==> src/rtl/conv2_channel_accumulator.sv <==
// Time-shared channel accumulator for the conv stage 2 adder datapath.
// Sums NUM_CH signed partial sums per pixel and hands the result off with valid/ready.
module conv2_channel_accumulator #(
  parameter int NUM_CH = 6,
  parameter int IN_W   = 21,
  parameter int OUT_W  = 24,
  parameter int CNT_W  = $clog2(NUM_CH + 1)
) (
  input  logic             clk,
  input  logic             reset,
  input  logic             start,
  input  logic             in_valid,
  input  logic [IN_W-1:0]  in_data,
  output logic             in_ready,
  output logic             out_valid,
  output logic [OUT_W-1:0] out_data,
  input  logic             out_ready,
  output logic             busy,
  output logic [CNT_W-1:0] ch_count,
  output logic [15:0]      pix_count
);

  localparam logic [1:0] S_IDLE  = 2'd0;
  localparam logic [1:0] S_ACCUM = 2'd1;
  localparam logic [1:0] S_HOLD  = 2'd2;

  logic [1:0]       state_q, state_d;
  logic [OUT_W-1:0] acc_q, acc_d;
  logic [OUT_W-1:0] out_q, out_d;
  logic [CNT_W-1:0] ch_q, ch_d;
  logic [15:0]      pix_q, pix_d;
  logic             ov_q, ov_d;
  logic [OUT_W-1:0] ext;
  logic [OUT_W-1:0] sum;

  assign ext = {{(OUT_W-IN_W){in_data[IN_W-1]}}, in_data};
  assign sum = acc_q + ext;

  always_comb begin
    state_d = state_q;
    acc_d   = acc_q;
    out_d   = out_q;
    ch_d    = ch_q;
    pix_d   = pix_q;
    ov_d    = ov_q;
    case (state_q)
      S_IDLE: begin
        if (start) begin
          state_d = S_ACCUM;
          acc_d   = '0;
          ch_d    = '0;
        end
      end
      S_ACCUM: begin
        if (in_valid) begin
          acc_d = sum;
          ch_d  = ch_q + CNT_W'(1);
          if (ch_q == CNT_W'(NUM_CH - 1)) begin
            out_d   = sum;
            ov_d    = 1'b1;
            state_d = S_HOLD;
          end
        end
      end
      S_HOLD: begin
        // start only counts when it coincides with the output handshake
        if (out_ready) begin
          ov_d  = 1'b0;
          pix_d = pix_q + 16'd1;
          if (start) begin
            state_d = S_ACCUM;
            acc_d   = '0;
            ch_d    = '0;
          end else begin
            state_d = S_IDLE;
          end
        end
      end
      default: state_d = S_IDLE;
    endcase
  end

  always_ff @(posedge clk) begin
    if (reset) begin
      state_q <= S_IDLE;
      acc_q   <= '0;
      out_q   <= '0;
      ch_q    <= '0;
      pix_q   <= '0;
      ov_q    <= 1'b0;
    end else begin
      state_q <= state_d;
      acc_q   <= acc_d;
      out_q   <= out_d;
      ch_q    <= ch_d;
      pix_q   <= pix_d;
      ov_q    <= ov_d;
    end
  end

  assign in_ready  = (state_q == S_ACCUM);
  assign busy      = (state_q != S_IDLE);
  assign out_valid = ov_q;
  assign out_data  = out_q;
  assign ch_count  = ch_q;
  assign pix_count = pix_q;

endmodule

==> config.mk <==
export PLATFORM = sky130hd
export DESIGN_NAME = conv2_channel_accumulator
export DESIGN_NICKNAME = d
export VERILOG_FILES = /design/src/rtl/conv2_channel_accumulator.sv
export SDC_FILE = /design/constraint.sdc
export NUM_CORES = 1
export LEC_CHECK = 0
export ABC_CLOCK_PERIOD_IN_PS = 3150
export CAP_MARGIN = 10
export CORE_MARGIN = 8
export CORE_UTILIZATION = 53
export DETAILED_ROUTE_END_ITERATION = 16
export PLACE_DENSITY = 0.79
export SYNTH_ARGS = -nofsm -noshare
export SYNTH_HDL_FRONTEND = slang
export SYNTH_SLANG_ARGS = --single-unit
export TNS_END_PERCENT = 10
==> constraint.sdc <==
create_clock -name clk -period 3.15 [get_ports clk]
set_clock_uncertainty 0.2 [all_clocks]
set_input_delay 0.63 -clock clk [delete_from_list [all_inputs] [get_ports clk]]
set_output_delay 0.63 -clock clk [all_outputs]
set_load 0.01 [all_outputs]
Yosys cells after proc, flatten, opt, wreduce, memory -nomap -nowiden
Index checks and enable logic that the tools add are counted.
{ "word_totals": {"reg_bits": 70, "in_bits": 26, "output_inout_bits": 46, "wordCells": 43} }
{ "classes": {"n_addsub": 3, "n_eq_ne": 7, "muxes": 18, "n_reduce_logical": 9} }
{ "op_table": {"columns": ["op", "n"], "rows": [
  ["$mux W24", 3],
  ["$pmux W24 S3", 1],
  ["$add A24 B24 Y24", 1],
  ["$add A16 B1 Y16 const B", 1],
  ["$mux W3", 3],
  ["$pmux W3 S3", 1],
  ["$mux W2", 4],
  ["$reduce_and A4 Y1", 2],
  ["$ne A2 B2 Y1 const B", 3],
  ["$pmux W2 S3", 1],
  ["$reduce_and A3 Y1", 2],
  ["$mux W1", 4],
  ["$reduce_bool A2 Y1", 2],
  ["$add A3 B1 Y3 const B", 1],
  ["$eq A3 B3 Y1 const B", 1],
  ["$reduce_bool A3 Y1", 1],
  ["$eq A2 B1 Y1 const B", 1],
  ["$eq A2 B2 Y1 const B", 1],
  ["$logic_not A2 Y1", 1],
  ["$ne A2 B1 Y1 const B", 1],
  ["$pmux W1 S2", 1],
  ["$reduce_and A2 Y1", 1]
]} }

Logic depth before layout (Yosys ltp)
{ "depth": {"depth_word": 4, "mapped_depth": 10, "ltp_nobuf": 10} }

Worst setup path before layout
OpenSTA, ideal clock, no wires.
{ "synth_timing": {"path_kind": "input to register", "from": "input port in_data[0]", "to": "register out_q[18] (netlist: out_data[18])", "setup_ns": 0.062, "arrival_time_ns": 2.711, "required_ns": 2.888, "setup_slack_ns": 0.177, "path_stages": 10, "n_path_buf": 0, "path_cell_list": "ha_1 -> inv_1 -> fa_1 -> and2b_1 -> o2111ai_1 -> a21oi_2 -> o31ai_2 -> o31a_1 -> or4_1 -> nand3_1"} }
{ "synth_between": {"elab_chain_cells": 1} }
{ "synth_rtl": {"columns": ["item", "line", "source"], "rows": [
  ["from (decl)", "13", "input logic [IN_W-1:0] in_data,"],
  ["$add A24 B24 Y24", "37", "assign sum = acc_q + ext;"],
  ["to (signal assigned)", "94", "out_q <= out_d;"],
  ["to (decl)", "29", "logic [OUT_W-1:0] out_q, out_d;"]
]} }
No other way between the ends.
A chain may end at the register's enable or synchronous reset.

Worst setup path in the final report
{ "layout_timing": {"from": "input port in_data[0]", "to": "register out_q[20] (netlist: out_data[20])"} }
The elaborated chain is that of the path after synthesis.

==> out/results.txt <==
CTS tree: yes
Cells after Synth: 477
Status: finished, violations left
# placed instances: 676
FMAX: 315 MHz
Number of remaining DRC errors: 0
First-pass GRT wire length: 19700 microns
Via-per-instance ratio: 5.73
CTS buffer count: 9
H-tree depth: 3
Pins Over Slew Limit: 0
EDFF count, synth: 0
Critical path arrival: 3.20 ns
Later-pin clock latency in the skew report: 0.34 ns
Slew @ Worst Pin: 0.543 ns
Synth Warn #: 0
NumNets Final: 642
Share of layout cells above drive strength 1: 14.5%
Slew headroom: 63.8%
Root Buffer: clkbuf_8
Post-synth top flop: dfxtp_1
Clk sinks: 70
Io pins: 72
Worst min-delay path category: reg2reg
Power Total: 2.16 mW
Total GRT Usage: 24.0%
Die height: 102 microns
Gp weighted congestion: 0.921
Synth Register Bits: 70
Detailed-router iteration count before antenna repair: 5
Core Area: 7180 sq um
Nature of the critical path endpoint: register
Fin worst setup slack: -0.0258 ns
Ranking of synthesized cells by area: dfxtp_1 (36%), ha_1 (8.4%), a21oi_1 (6.7%), nand2_1 (5.5%), nor2_1 (4.7%)
Clock-pin slew of the registers on the worst-case setup and hold paths: 0.08 ns
Port Buffers: 71
Minimum clock period: 3.18 ns
# fillers: 547
Routed WL per cell: 17.2 microns
Syn avg cell area: 8.14 sq um
Critical path required time: 3.17 ns
Final setup vio count: 1
Vias: 3967
DPL Wire Length: 8910 microns
Pin count of the biggest net entering global routing: 30
Antenna Nets Post-Route: 0
Top cell type by total area after synthesis: dfxtp_1
CP Class: in2reg
Syn nets: 530
Startpoint types: input pin
Max-Cap Viols: 0
Crit-path max FO: 3
Synth top area share: 36.1%
RSZ-0062 raised after global routing: yes
Initial antenna violation count: 0
Netlist cell types: 60
Vias in the first global route: 4018
Area growth syn-to-layout: 36.8%
Count leader, synth: dfxtp_1
Post-layout instance count excluding filler cells: 692
First-iteration detailed-routing DRC count: 163
Leak pwr: 2.08 nW
Die Wd: 102 microns
Pwr Density: 406 nW/um^2
Failing checks: setup timing
Final Hold Fails: 0
Commonest cells in the netlist: dfxtp_1 (70), nand2_1 (57), a21oi_1 (52)
Seq/Total Area, Yosys: 36.1%
Die area: 10300 sq um
Worst vdd ir: 0.000235 V
Crit share post-route: 101%
Starting density of the core: 54.1%
Diode count: 0
Post-synth ARST share: 0%
Total grt overflow: 0
WL final: 11900 microns
Row cnt: 31
Post-Syn Area: 3880 sq um
Clk buf depth: 2
-- metal layers --
layer | vias up | share of wire (%) | global-route usage (%)
met5 | - | 0 | 0
li1 | 1922 | - | -
met3 | 32 | 6.3 | 4.05
met4 | 0 | 2.9 | 12.0
met2 | 146 | 49 | 39.9
met1 | 1867 | 42 | 29.0
-- area by class of cell --
type,instances,area [sq um],area share (%)
Tap cell,99,124,2.33
Timing Repair Buffer,125,1110,20.9
Clock inverter,5,106,2.00
Multi-Input combinational cell,370,2390,44.9
Clock buffer,10,138,2.59
Inverter,13,48.8,0.918
Sequential cell,70,1400,26.4
-- where the power goes --
| part | switching (mW) | internal (mW) | leakage, nW | total (mW) |
|---|---|---|---|---|
| logic | 0.191 | 0.163 | 1.39 | 0.354 |
| clock network | 0.347 | 0.546 | 0.119 | 0.893 |
| registers | 0.0101 | 0.898 | 0.565 | 0.908 |
-- placed cells by master, fill, tap and decap left out, drive strengths merged, types with 6 or more instances in the layout --
cell type / n
clkbuf: 10
a22o: 7
clkdlybuf4s50: 70
nor3: 9
nand2: 58
o211ai: 7
xnor2: 18
inv: 14
o21ai: 26
nor2: 50
dfxtp: 70
nand4: 7
a22oi: 8
buf: 55
a21oi: 53
a21o: 6
nand3: 19
ha: 26
xor2: 18
-- path summary, 6_finish.rpt --
kind	cells after the start	start	slack [ns]	endpoint
setup reg to reg	10	acc_q[0]	0.36	out_data[20]
setup / recovery	11	in_data[0]	-0.03	out_data[20]
hold reg to reg	2	out_data[15]	0.26	out_data[15]
hold / removal	2	out_data[15]	0.26	out_data[15]
-- repair_timing --
action,CTS,global route
pin swaps,1,5
hold buffers,0,0
gates resized for setup,2,7
endpoints found under the setup margin,3,14
setup buffers,1,0
-- through the flow --
stage / hold slack (ns) / instance area, sq um / worst slack [ns] / TNS [ns] / util (%)
2_1_floorplan: 0.229 / 3880 / 0.177 / 0 / -
3_3_place_gp: 0.240 / 5020 / -0.365 / -4.38 / 70.0
3_5_place_dp: 0.246 / 5020 / -0.395 / -4.84 / 70.0
4_1_cts: 0.258 / 5280 / 0.0215 / 0 / 73.6
5_1_grt: 0.271 / 5320 / -0.154 / -0.563 / 74.1
6_report: 0.255 / 5320 / -0.0258 / -0.0258 / 74.1
-- logic make-up after synthesis --
group,Yosys count,synth area share [%]
AND/OR/NAND/NOR,170,20.3
flip-flops,70,36.1
multiplexers,4,1.03
buffers and inverters,37,3.74
adder cells (fa/ha/maj),27,8.89
XOR/XNOR,36,8.12
AO/OA/AOI/OAI,133,21.9
-- registers in the layout, indices dropped and copies added (netlist names) --
signal / count
out_data: 24
state_q: 2
acc_q: 24
ch_count: 3
out_valid: 1
pix_count: 16
-- worst max-delay path, cell delays in order --
cell             delay, ns
clkdlybuf4s50_1       0.41
ha_1                  0.21
inv_1                 0.07
fa_2                  0.20
and2b_1               0.21
o2111ai_2             0.24
a21oi_2               0.12
nor4_1                0.45
o221a_4               0.28
nor4_1                0.04
a311o_1               0.34
No activity file was read; power rests on OpenSTA's default activity.
